## src/rtl/spike_argmax_readout.sv

```systemverilog
// Spike-count argmax readout: integrates per-class output spikes over WINDOW accepted
// timesteps, then scans the counts one class per cycle to report the winning class.
//
// state | meaning
// IDLE  | waiting for start; counters and result registers hold
// ACCUM | counting spikes on spike_valid cycles, WINDOW accepted steps
// SCAN  | one class compared per cycle, idx 0..N_CLASSES-1
// DONE  | publish scan result and pulse done on the way back to IDLE
module spike_argmax_readout #(
    parameter int N_CLASSES = 10,
    parameter int CNT_BITS  = 8,
    parameter int WINDOW    = 32
) (
    input  logic                 clk,
    input  logic                 rst_n,
    input  logic                 start,
    input  logic                 spike_valid,
    input  logic [N_CLASSES-1:0] spikes,
    output logic                 busy,
    output logic                 done,
    output logic [3:0]           class_out,
    output logic [CNT_BITS-1:0]  class_count,
    output logic                 tie,
    input  logic [3:0]           rd_sel,
    output logic [CNT_BITS-1:0]  rd_count
);

    typedef enum logic [1:0] {
        IDLE  = 2'd0,
        ACCUM = 2'd1,
        SCAN  = 2'd2,
        DONE  = 2'd3
    } state_t;

    localparam logic [CNT_BITS-1:0] CNT_MAX  = '1;
    localparam logic [CNT_BITS-1:0] CNT_ONE  = CNT_BITS'(1);
    localparam logic [15:0]         WIN_LOAD = 16'(WINDOW);
    localparam logic [3:0]          IDX_LAST = 4'(N_CLASSES - 1);

    state_t              state;
    logic [15:0]         steps_left;
    logic [3:0]          idx;
    logic [CNT_BITS-1:0] count [N_CLASSES];
    logic [CNT_BITS-1:0] best;
    logic [3:0]          best_idx;
    logic                tie_r;
    logic [CNT_BITS-1:0] scan_count;

    // Explicit mux loops keep out-of-range selects at zero instead of indexing past the array.
    always_comb begin
        scan_count = '0;
        rd_count   = '0;
        for (int i = 0; i < N_CLASSES; i++) begin
            if (idx == 4'(i)) begin
                scan_count = count[i];
            end
            if (rd_sel == 4'(i)) begin
                rd_count = count[i];
            end
        end
    end

    always_ff @(posedge clk or negedge rst_n) begin
        if (!rst_n) begin
            for (int i = 0; i < N_CLASSES; i++) begin
                count[i] <= '0;
            end
        end else if (state == IDLE && start) begin
            for (int i = 0; i < N_CLASSES; i++) begin
                count[i] <= '0;
            end
        end else if (state == ACCUM && spike_valid) begin
            for (int i = 0; i < N_CLASSES; i++) begin
                if (spikes[i] && count[i] != CNT_MAX) begin
                    count[i] <= count[i] + CNT_ONE;
                end
            end
        end
    end

    // steps_left counts down from WINDOW; the step that sees 1 is the last accepted one.
    always_ff @(posedge clk or negedge rst_n) begin
        if (!rst_n) begin
            state       <= IDLE;
            steps_left  <= '0;
            idx         <= '0;
            best        <= '0;
            best_idx    <= '0;
            tie_r       <= 1'b0;
            busy        <= 1'b0;
            done        <= 1'b0;
            class_out   <= '0;
            class_count <= '0;
            tie         <= 1'b0;
        end else begin
            done <= 1'b0;
            case (state)
                IDLE: begin
                    if (start) begin
                        state      <= ACCUM;
                        busy       <= 1'b1;
                        steps_left <= WIN_LOAD;
                    end
                end
                ACCUM: begin
                    if (spike_valid) begin
                        steps_left <= steps_left - 16'd1;
                        if (steps_left == 16'd1) begin
                            state <= SCAN;
                            idx   <= '0;
                        end
                    end
                end
                SCAN: begin
                    // Strict greater-than keeps the lowest index on equal counts.
                    if (idx == 4'd0 || scan_count > best) begin
                        best     <= scan_count;
                        best_idx <= idx;
                        tie_r    <= 1'b0;
                    end else if (scan_count == best) begin
                        tie_r <= 1'b1;
                    end
                    if (idx == IDX_LAST) begin
                        state <= DONE;
                        busy  <= 1'b0;
                    end else begin
                        idx <= idx + 4'd1;
                    end
                end
                DONE: begin
                    done        <= 1'b1;
                    class_out   <= best_idx;
                    class_count <= best;
                    tie         <= tie_r;
                    state       <= IDLE;
                end
                default: begin
                    state <= IDLE;
                    busy  <= 1'b0;
                end
            endcase
        end
    end

endmodule

```

## config.mk

```make
export PLATFORM = sky130hd
export DESIGN_NAME = spike_argmax_readout
export DESIGN_NICKNAME = d
export VERILOG_FILES = /design/src/rtl/spike_argmax_readout.sv
export SDC_FILE = /design/constraint.sdc
export NUM_CORES = 1
export LEC_CHECK = 0
export BUFFER_PORTS_ARGS = -buffer_cell sky130_fd_sc_hd__buf_4
export CELL_PAD_IN_SITES_DETAIL_PLACEMENT = 0
export CELL_PAD_IN_SITES_GLOBAL_PLACEMENT = 2
export CORE_ASPECT_RATIO = 1.4
export CORE_MARGIN = 4
export CORE_UTILIZATION = 39
export CTS_CLUSTER_DIAMETER = 40
export DETAILED_ROUTE_END_ITERATION = 12
export HOLD_SLACK_MARGIN = 0.03
export PLACE_DENSITY_LB_ADDON = 0.1
export SYNTH_ARGS = -nofsm -noshare
export SYNTH_HDL_FRONTEND = slang
export SYNTH_SLANG_ARGS = --single-unit
```

## constraint.sdc

```tcl
create_clock -name clk -period 3.84 [get_ports clk]
set_input_delay 0.192 -clock clk [delete_from_list [all_inputs] [get_ports clk]]
set_output_delay 0.192 -clock clk [all_outputs]
set_load 0.02 [all_outputs]
```

[Word-level counts from Yosys, hierarchy flattened]
Cells that the tools add are included.
Word-level totals
  bits in registers: 130
  output and inout bits: 23
  word-level logic and storage cells: 169
Operators by class
  add/subtract/negate cells: 12
  magnitude comparators: 1
  eq/ne operators: 38
  mux-type cells: 50
  reductions and logical operators: 47
Operators by type and width (count)
  8-bit two-way mux: 30
  80-bit two-way mux: 2
  8-bit by 1-bit adder with 8-bit output, second input constant: 10
  8-bit != test, second input constant: 10
  4-bit by 3-bit == test with 1-bit output, second input constant: 8
  16-bit two-way mux: 2
  16-bit case mux with 2 select lines: 1
  2-bit nonzero test: 15
  2-bit AND reduction: 12
  16-bit by 1-bit == test with 1-bit output, second input constant: 1
  4-bit by 2-bit == test with 1-bit output, second input constant: 4
  4-bit == test, second input constant: 4
  16-bit by 1-bit subtractor with 16-bit output, second input constant: 1
  1-bit logical AND: 12
  4-bit two-way mux: 3
  4-bit by 1-bit == test with 1-bit output, second input constant: 2
  8-bit == test: 1
  8-bit > comparator: 1
  4-bit zero test: 2
  2-bit two-way mux: 4
  2-bit != test, second input constant: 4
  2-bit case mux with 4 select lines: 1
  4-bit case mux with 2 select lines: 1
  4-bit AND reduction: 2
  other kinds (9): 15

[Depth between registers and ports, before layout]
Gate-level depths: netlist (run 1).
  word-level depth: 15
  gate-level depth with buffers: 15

[Least setup slack after synthesis (run 1)]
Ideal clock, no wire load.
  kind: flip-flop to flip-flop
  from: reg idx[1]
  to: reg best[1]
  arrival time: 3170 ps
  data required time: 3712 ps
  setup slack: 542 ps
  cell stages (with the launch flop): 16
  clock period less this slack: 3298 ps
  cells stage by stage: dfrtp_1 inv_1 ha_1 clkbuf_1 clkbuf_1 a21oi_1 a221oi_1 o22ai_1 a22oi_1 ha_1 nor2b_1 o21ai_0 o2111ai_1 nand4_1 buf_2 mux2_1
Between the ends
  cells in the longest elaborated chain, start to end: 14
  elaborated cells between the ends (all ways): 23
RTL lines
  from (decl): line 42  | logic [3:0] idx;
  from (signal assigned): line 127  | idx <= idx + 4'd1;
  4-bit zero test: line 54  | if (idx == 4'(i)) begin
  8-bit two-way mux (9 in series): line 54
  8-bit two-way mux (*): line 54
  via scan_count[1]: line 47  | logic [CNT_BITS-1:0] scan_count;
  8-bit > comparator: line 116  | if (idx == 4'd0 || scan_count > best) begin
  1-bit logical OR: line 116
  2-bit AND reduction (no source line)
  to (signal assigned): line 117  | best <= scan_count;
  to (decl): line 44  | logic [CNT_BITS-1:0] best;
Mark *: on every way through the listed nets, which the timed path passes. The rest lies on a longest branch.
A chain may end at the register's enable or synchronous reset.

[Final worst setup path (run 1)]
  from: reg idx[1]
  to: reg best[2]
Between the ends
  cells in the longest elaborated chain, start to end: 14
  elaborated cells between the ends (all ways): 23
RTL lines (line)
  4-bit zero test: 54
  8-bit two-way mux (9 in series): 54
  8-bit two-way mux (*): 54
  via scan_count[3]: 47
  8-bit > comparator (*): 116
  1-bit logical OR (*): 116
  2-bit AND reduction (no source line) (*)
Marks and branches as above.

==> results of run 1 <==
==> path summary, 6_finish.rpt <==
kind | start | to | slack [ps] | depth (start not counted)
worst min-delay path | start | busy | 120 | 3
worst max-delay path | idx[1] | best[2] | 240 | 13
worst max register to register | idx[1] | best[2] | 240 | 13
max in group asynchronous | rst_n | count[61] | 2510 | 3
worst min register to register | tie_r | tie_r | 500 | 1
min in group asynchronous | rst_n | count[17] | 390 | 2
==> per-layer routing <==
metal	global-route usage (%)	wire, um
met4	8.617	811
met3	3.156	820
met1	26.76	10970
met2	36.69	12770
met5	0	0
==> registers in the layout (all words and copies together) (netlist names) <==
| register | count |
|---|---|
| best | 8 |
| steps_left | 16 |
| count | 80 |
| class_count | 8 |
| idx | 4 |
| tie_r | 1 |
| class_out | 4 |
| done | 1 |
| tie | 1 |
| busy | 1 |
| best_idx | 4 |
| state | 2 |
==> what timing repair did <==
action,in CTS,in global routing
gates resized for setup,0,1
hold buffers,1,0
setup endpoints to repair,0,11
endpoints found under the hold margin,75,0
==> metrics by stage <==
step / setup WS [ps] / power (mW)
floorplan: 542.4 / 4.010
CTS: 99.39 / 6.672
detailed placement: 129.7 / 4.931
global route: 41.14 / 7.055
global placement: 207.4 / 4.867
finish: 240.6 / 6.610
==> cell families (layout without fill, tap and decap cells) <==
logic type,Yosys count,after routing,synth area share (%)
buf+inv,94,135,4.408
xor+xnor,79,79,8.347
fa+ha+maj,28,28,4.226
simple gates,338,338,20.60
flops,130,130,39.25
mux,64,64,8.392
compound gates,177,177,14.78
==> worst max-delay path: stages, from the launching register on <==
cell	delay [ps]
dfrtp_1	450
inv_1	140
ha_1	620
buf_4	290
nand3_1	90
a221oi_1	330
a221o_1	210
ha_1	250
and4_1	240
o21ai_0	80
o2111ai_1	140
nand4_1	130
buf_4	170
mux2_1	330
==> layout make-up <==
type	instances	share of cell area, %
Inverter	44	1.741
Sequential cell	130	34.30
Clock inverter	13	1.860
Tap cell	256	3.377
Multi-Input combinational cell	686	49.29
Clock buffer	19	4.565
Timing Repair Buffer	59	4.868
==> placed cells by master (no fill, tap or decap), types with 5 or more instances in the layout <==
cell,instances
dfrtp_1,130
nor2_1,119
nand2_1,65
buf_4,56
a21oi_1,45
inv_1,44
xnor2_1,43
xor2_1,36
o21ai_0,32
nand3_1,30
and3_1,30
mux2i_1,29
ha_1,27
mux2_2,25
a221oi_1,17
clkbuf_16,17
nand3b_1,15
nand4_1,15
o22ai_1,12
nor2b_1,10
o221ai_1,10
nor3_1,10
mux2_1,9
nand2b_1,8
a31oi_1,8
and4_1,8
or3_1,6
and2_1,6
a22oi_1,6
a221o_1,5
==> power by group <==
group          switching, mW  internal [mW]
logic                   1.63           1.21
registers              0.388           1.68
clock network          0.665           1.03
total                   2.69           3.92
==> summary.txt, run 1 <==
Number of global-route vias before repair: 6951
Fmax: 0.2778 GHz
Global Route Usage Sum: 21.27%
Area leader, netlist: dfrtp_1
Count leader, synth: dfrtp_1
Initial DRT Pass Iterations: 5
Antenna-violating nets left: 0
IO buf count: 40
Final Hold Vio Count: 0
Antenna violations before repair: 0
Drt total wl: 25370 um
H-tree levels: 4
Clock sink total: 130
Max-cap viol count: 0
Slew Viols, Final: 0
DP Wirelength: 18700 um
Setup TNS: 0 ps
Synth area leaders: dfrtp_1 (39%), nor2_1 (5.4%), xnor2_1 (4.5%)
Worst setup path category: reg -> reg
Design area: 9484 um^2
WL/cell: 21.02 um
EDFF count, synth: 0
Dpl cell area: 8862 um^2
Post-layout minimum cycle time: 3599 ps
Maximum root-to-sink buffer count: 2
CTS tree: yes
Yosys synthesis warning count: 0
Num rows: 62
Final Hold Slack: 120.3 ps
Post-Synthesis Cells: 910
WP data required: 4140 ps
Finished Layout Cells: 1207
Layout Utilization: 45.79%
Critical-path maximum fanout: 16
Drt initial violations: 505
Min-Delay Path Class: in -> reg
Nets: 984
First-pass GRT wire length: 39900 um
Pwr dens: 696.9 nW/um^2
Die H: 180.5 um
Outcome: finished, final reports clean
Post-CTS Setup Repair Bufs: 0
Final Skew: 8.766 ps
Reg clk slew, reported paths: 60 ps
Largest net degree at the start of global routing: 81
Starting Density: 40.02%
Die area: 23680 um^2
Residual DRC count: 0
Multi-input combinational cell area: 4674 um^2
Ys async rst share: 100.0%
Layout cell share with drive strength beyond 1: 13.25%
Storage cell area: 3253 um^2
CTS Buf Count: 17
Max rail drop VDD: 360.3 uV
Synth top area share: 39.25%
Final setup fails: 0
Critical Path End Type: flip-flop
Diode count: 0
P_leak: 4.233 nW
Post-synth cell types: 64
Synth Register Bits: 130
Clk Latency, worst-skew pair: 430 ps
Final period utilization: 93.73%
Core Box Area: 20710 um^2
Dpl cells: 1174
Slew margin rel.: 22.84%
Synth-to-layout area growth: 14.42%
Top_reg_cell synth: dfrtp_1
Seq/Total Area, Yosys: 39.25%
Gpl congestion: 0.9311
Syn_nets: 956
Clock root buffer: clkbuf_16
Worst Tran Pin Value: 1148 ps
Worst EP arrival: 3900 ps
Via count: 7006
Synth top cells by count: dfrtp_1 (130), nor2_1 (119), nand2_1 (65), a21oi_1 (45), inv_1 (44)
Mapped Area: 8289 um^2
Filler instances: 2051
Startpoint Class: flip-flop
I/O Pins: 41
Syn_area_per_cell: 9.109 um^2
Average via count per standard cell: 5.804
GRT overflow: 0
Die Wd: 131.2 um
RSZ-0062 raised after global routing: false
Power figures use the tool's default switching activity.
==> run 2, diff against run 1 <==
--- a/config.mk
+++ b/config.mk
@@ -13,8 +13,8 @@
 export CORE_UTILIZATION = 39
 export CTS_CLUSTER_DIAMETER = 40
 export DETAILED_ROUTE_END_ITERATION = 12
-export HOLD_SLACK_MARGIN = 0.03
-export PLACE_DENSITY_LB_ADDON = 0.1
+export HOLD_SLACK_MARGIN = 0.1
+export PLACE_DENSITY = 0.81
 export SYNTH_ARGS = -nofsm -noshare
 export SYNTH_HDL_FRONTEND = slang
 export SYNTH_SLANG_ARGS = --single-unit
==> run 2 against run 1 <==
Compared with the run above:
- sequential share of layout area about the same
- count of clock-buffer cells in the layout down 1
- sequential cell count unchanged
- worst hold slack better by 14 ps
- die area unchanged
- register-to-register slack better by 97 ps
- critical path depth unchanged
- final area about the same
- sequential power about the same
- clock skew up 0.96 ps
- critical endpoint is now best[4]
==> summary.txt, run 2 (synthesized netlist as in run 1, its figures left out) <==
Startpoint Class: flip-flop
Slew margin rel.: 35.17%
Die area: 23680 um^2
Drt total wl: 24520 um
CTS tree: yes
RSZ-0062 raised after global routing: false
Setup TNS: 0 ps
Post-layout minimum cycle time: 3502 ps
Worst setup path category: reg -> reg
Final WS setup: 337.9 ps
H-tree levels: 4
Worst Tran Pin Value: 972.5 ps
WL/cell: 20.26 um
Min-Delay Path Class: in -> reg
Reg clk slew, reported paths: 60 ps
Final period utilization: 91.20%
Final Skew: 9.726 ps
Largest net degree at the start of global routing: 102
Synth-to-layout area growth: 14.40%
Most frequent cells in the layout: dfrtp_1 (130), nor2_1 (119), nand2_1 (65)
Initial DRT Pass Iterations: 7
Fmax: 0.2855 GHz
Max-cap viol count: 0
Max rail drop VDD: 358.3 uV
Clock sink total: 130
Reg with most FFs: count
P_leak: 4.233 nW
CTS Buf Count: 17
Antenna-violating nets left: 0
Clock root buffer: clkbuf_16
Antenna violations before repair: 0
Core Box Area: 20710 um^2
Gpl congestion: 0.8802
Clk Latency, worst-skew pair: 430 ps
Via count: 6938
Outcome: finished, final reports clean
DP Wirelength: 17840 um
Pre-CTS setup slack: 246.6 ps
Slew Viols, Final: 0
First-pass GRT wire length: 39540 um
Die Wd: 131.2 um
Final Hold Vio Count: 0
Nets: 987
Diode count: 0
Worst EP arrival: 3810 ps
Average via count per standard cell: 5.734
Post-CTS Setup Repair Bufs: 0
Critical-path maximum fanout: 9
Commonest non-fill, non-tap cell in the layout: dfrtp_1
WP data required: 4150 ps
Final setup fails: 0
Drt initial violations: 471
Pwr dens: 688.1 nW/um^2
Num rows: 62
I/O Pins: 41
IO buf count: 40
Global Route Usage Sum: 21.12%
Regs by FF count: count x80, steps_left x16
Layout cell share with drive strength beyond 1: 13.84%
Residual DRC count: 0
Starting Density: 40.02%
Max reg flops: 80
GRT overflow: 0
Maximum root-to-sink buffer count: 2
Number of global-route vias before repair: 6919
Critical Path End Type: flip-flop
Die H: 180.5 um
-- run 2: cell count changes in the layout (fill, tap and decap cells not counted), sizes merged --
cell / previous run / this run
buf: 58 / 61
bufinv: 3 / 1
clkbuf: 19 / 18
clkinv: 3 / 2
clkinvlp: 3 / 4
inv: 48 / 51
-- run 2: power breakdown --
| group | switching [mW] | internal [mW] |
|---|---|---|
| combinational | 1.64 | 1.22 |
| clock | 0.683 | 0.927 |
| sequential | 0.381 | 1.68 |
-- run 2: stage by stage --
step / instance area [um^2] / instances / total power [mW] / hold WS, ps / util [%]
after detailed placement: 8885 / 1177 / 4.934 / 388.9 / 42.90
final: 9483 / 1210 / 6.525 / 133.9 / 45.78
after global routing: 9483 / 1210 / 7.013 / 166.6 / 45.78
after CTS: 9478 / 1210 / 6.586 / 122.4 / 45.76
after global placement: 8885 / 1177 / 4.926 / 394.9 / 42.90
after floorplan: 8289 / 910 / 4.010 / -103.6 / -
-- run 2: cell type report --
cell class              count  area, um^2
fillers                  2025       11230
multi-input cells         686        4677
flip-flops and latches    130        3253
repair buffers             62       484.2
clock buffers              18       439.2
well taps                 256       320.3
inverters                  44       165.2
clock inverters            14       143.9
-- run 2: worst max-delay path: stages, from the launching register on --
cell and delay, ps:
dfrtp_1 370, buf_4 160, ha_1 210, or3_1 460, a221oi_1 310, o22ai_1 180
a22oi_1 350, ha_1 300, and4_1 170, o21ai_0 80, o2111ai_1 130, nand4_1 130
buf_4 190, mux2_1 340
-- run 2: final timing paths --
kind                              from       endpoint  slack, ps  cells past startpoint
worst max-delay path            idx[0]        best[4]        340                     13
worst min-delay path             start           busy        130                      3
worst max register to register  idx[0]        best[4]        340                     13
worst min register to register   tie_r          tie_r        490                      1
max in group asynchronous        rst_n  steps_left[1]       2520                      3
min in group asynchronous        rst_n      count[23]        450                      2
-- run 2: per-layer routing --
| layer | global-route usage, % | wire, um |
|---|---|---|
| met1 | 26.28 | 10340 |
| met2 | 37.33 | 12800 |
| met3 | 3.073 | 740 |
| met4 | 7.482 | 639 |
| met5 | 0 | 0 |
-- run 2: repair_timing --
| action | CTS | global route |
|---|---|---|
| hold endpoints to repair | 99 | 0 |
| gates resized for setup | 0 | 2 |
| hold buffers | 1 | 0 |
| endpoints found under the setup margin | 0 | 12 |
==> run 3, diff against run 2 <==
--- a/config.mk
+++ b/config.mk
@@ -5,12 +5,13 @@
 export SDC_FILE = /design/constraint.sdc
 export NUM_CORES = 1
 export LEC_CHECK = 0
+export ABC_AREA = 1
 export BUFFER_PORTS_ARGS = -buffer_cell sky130_fd_sc_hd__buf_4
 export CELL_PAD_IN_SITES_DETAIL_PLACEMENT = 0
 export CELL_PAD_IN_SITES_GLOBAL_PLACEMENT = 2
 export CORE_ASPECT_RATIO = 1.4
 export CORE_MARGIN = 4
-export CORE_UTILIZATION = 39
+export CORE_UTILIZATION = 36
 export CTS_CLUSTER_DIAMETER = 40
 export DETAILED_ROUTE_END_ITERATION = 12
 export HOLD_SLACK_MARGIN = 0.1
==> run 3 against run 2 <==
Compared with the run above:
- final area down 0.59%
- combinational power decreased by 9.1%
- worst setup slack gained 120 ps
- area after synthesis is 2.3% lower
- wire length grew 7.0%
- global-route usage rose by 0.93 points
- worst hold slack better by 19 ps
- maximum frequency up 3.6%
- via count grew 9.2%
- cell count rose by 22%
- clock power increased by 13%
- highest routed layer unchanged
==> summary.txt, run 3 <==
Global Route Usage Sum: 22.05%
Syn_nets: 1173
Antenna violations before repair: 0
Nets: 1218
Critical Path End Type: flip-flop
Die area: 24990 um^2
Synth Register Bits: 130
Storage cell area: 3253 um^2
Ys async rst share: 100.0%
EDFF count, synth: 0
Area leader, netlist: dfrtp_1
Most frequent cells in the layout: nand2_1 (235), inv_1 (170), dfrtp_1 (130)
Pwr dens: 702.5 nW/um^2
Final setup fails: 0
IO buf count: 40
Fmax: 0.2958 GHz
Worst R2R Start: idx[1]
Synth-to-layout area growth: 16.41%
Max rail drop VDD: 392.4 uV
Mapped Area: 8098 um^2
Num rows: 64
Hold Crit Depth: 4
Adder-cell share of the synthesized area: 4.326%
Slew margin rel.: 22.28%
P_leak: 4.330 nW
Synth area leaders: dfrtp_1 (40%), nand2_1 (11%), inv_1 (7.9%)
Maximum root-to-sink buffer count: 2
Gpl congestion: 0.8607
Slew Viols, Final: 0
Max reg flops: 80
Worst R2R Path Depth: 23
Starting Density: 36.77%
Worst Tran Pin Value: 1154 ps
Die Wd: 134.8 um
GRT overflow: 0
Initial DRT Pass Iterations: 5
Drt total wl: 26230 um
Worst reg-to-reg setup slack: 460 ps
Count leader, synth: nand2_1
Residual DRC count: 0
Post_cts resized: 0
Worst Hold End: count[37]
Setup TNS: 0 ps
Final Hold Slack: 153.3 ps
Mux share of post-synthesis cell area: 0.8344%
Via count: 7578
Final Hold Vio Count: 0
Post-CTS Setup Repair Bufs: 0
Max-cap viol count: 0
Die H: 185.5 um
Clock sink total: 130
Layout cell share with drive strength beyond 1: 9.375%
I/O Pins: 41
Drt initial violations: 530
Worst setup path category: reg -> reg
Worst EP arrival: 3680 ps
Yosys synthesis warning count: 0
Clk Latency, worst-skew pair: 430 ps
Simple-gate portion of the synthesized area: 28.51%
Reg with most FFs: count
Synth top cells by count: nand2_1 (236), inv_1 (170), dfrtp_1 (130), o21ai_0 (122)
Antenna-violating nets left: 0
XOR/XNOR Fraction of Synth Area: 0.5408%
WL/cell: 17.71 um
Post-synth cell types: 45
First-pass GRT wire length: 42640 um
Min-Delay Path Class: in -> reg
Worst Setup SP: idx[1]
Average via count per standard cell: 5.117
Synth Area in Compound Gates: 15.84%
Hold path start: spikes[5]
Commonest non-fill, non-tap cell in the layout: nand2_1
Seq/Total Area, Yosys: 40.17%
Final period utilization: 88.05%
Startpoint Class: flip-flop
Synth top area share: 40.17%
Filler instances: 2356
Reg clk slew, reported paths: 60 ps
Regs by FF count: count x80, steps_left x16
H-tree levels: 4
RSZ-0062 raised after global routing: false
Number of global-route vias before repair: 7685
Post-Synthesis Cells: 1127
WP data required: 4140 ps
Post-layout minimum cycle time: 3381 ps
Final Skew: 8.118 ps
Syn_area_per_cell: 7.185 um^2
CTS Buf Count: 17
DP Wirelength: 19980 um
Outcome: finished, final reports clean
Critical-path maximum fanout: 17
Multi-input combinational cell area: 4055 um^2
Top_reg_cell synth: dfrtp_1
R2R Path End: best_idx[2]
Largest family of logic cells by synthesized area: simple AND/OR/NAND/NOR gates
Clock root buffer: clkbuf_16
Core Box Area: 22020 um^2
Diode count: 0
CTS tree: yes
Largest net degree at the start of global routing: 82
run 3: cell count changes after synthesis, moves of 31 or more:
cell	delta
o21ai_0	+90
nand2_1	+171
xor2_1	-31
nor3_1	+35
nand3_1	+60
xnor2_1	-43
a21oi_1	+45
inv_1	+126
nor2_1	-48
run 3: metal layers:
layer | global-route usage [%] | up-vias | part of all wire (%)
met1 | 27.46 | 3584 | 44
met5 | 0 | - | 0
met3 | 3.380 | 31 | 2.8
met2 | 39.09 | 101 | 51
met4 | 7.172 | 0 | 2.1
li1 | - | 3862 | -
run 3: worst max path at each step:
stage | end | slack [ps] | cells after the start
6_report | best_idx[2] | 460 | 23
5_1_grt | best_idx[0] | 40 | 24
4_1_cts | best_idx[2] | 410 | 23
3_5_place_dp | best_idx[2] | 430 | 23
3_3_place_gp | best_idx[1] | 490 | 23
2_1_floorplan | tie_r | 820 | 24
run 3: metrics by stage:
step | instance area, um^2 | util, % | power (mW) | std cells | setup WS [ps]
2_1_floorplan | 8098 | - | 3.891 | 1127 | 817.7
3_3_place_gp | 8755 | 39.76 | 4.832 | 1448 | 488.4
3_5_place_dp | 8755 | 39.76 | 4.848 | 1448 | 428.4
4_1_cts | 9427 | 42.81 | 6.702 | 1481 | 405.1
5_1_grt | 9427 | 42.81 | 7.157 | 1481 | 41.76
6_report | 9427 | 42.81 | 6.622 | 1481 | 458.8
run 3: cells by family after synthesis:
| group | after synthesis |
|---|---|
| and+or+nand+nor | 511 |
| AOI/OAI and AO/OA | 241 |
| buffers and inverters | 206 |
| DFF | 130 |
| adders and majority gates | 28 |
| muxes | 6 |
| xor gates and xnor gates | 5 |
run 3: power by group:
part           internal [mW]  leakage (nW)  switching [mW]  total (mW)
Clock                   1.20         0.308           0.620        1.82
Sequential              1.79          1.73           0.411        2.20
Combinational          0.862          2.29            1.74        2.60
Total                   3.85          4.33            2.77        6.62
run 3: final cells by class:
type / instances / share of cell area, %
clock buffer: 22 / 5.031
clock inverter: 9 / 1.885
inverter: 178 / 7.088
multi-input combinational: 791 / 43.02
sequential: 130 / 34.51
tap: 297 / 3.942
timing repair buffer: 54 / 4.526
run 3: timing repair:
| item | in CTS | in global routing |
|---|---|---|
| hold buffers | 2 | 0 |
| hold endpoints to repair | 80 | 0 |
| setup endpoints to repair | 0 | 0 |
run 3: worst max-delay path: stages (launching register included):
cell and delay [ps]:
dfrtp_1 410, inv_1 140, ha_1 250, inv_2 110, nor3_2 290, nand2_1 100, nand3_1 100, nand2_1 70
nand2_1 80, nand2_1 50, nand2_1 50, nand3_1 110, nand3b_1 160, nand2_1 70, inv_1 50, ha_1 240
inv_1 60, nor2_1 30, o21ai_0 120, a21boi_0 100, o21ai_0 190, a21oi_2 90, inv_2 230, o21ai_0 130
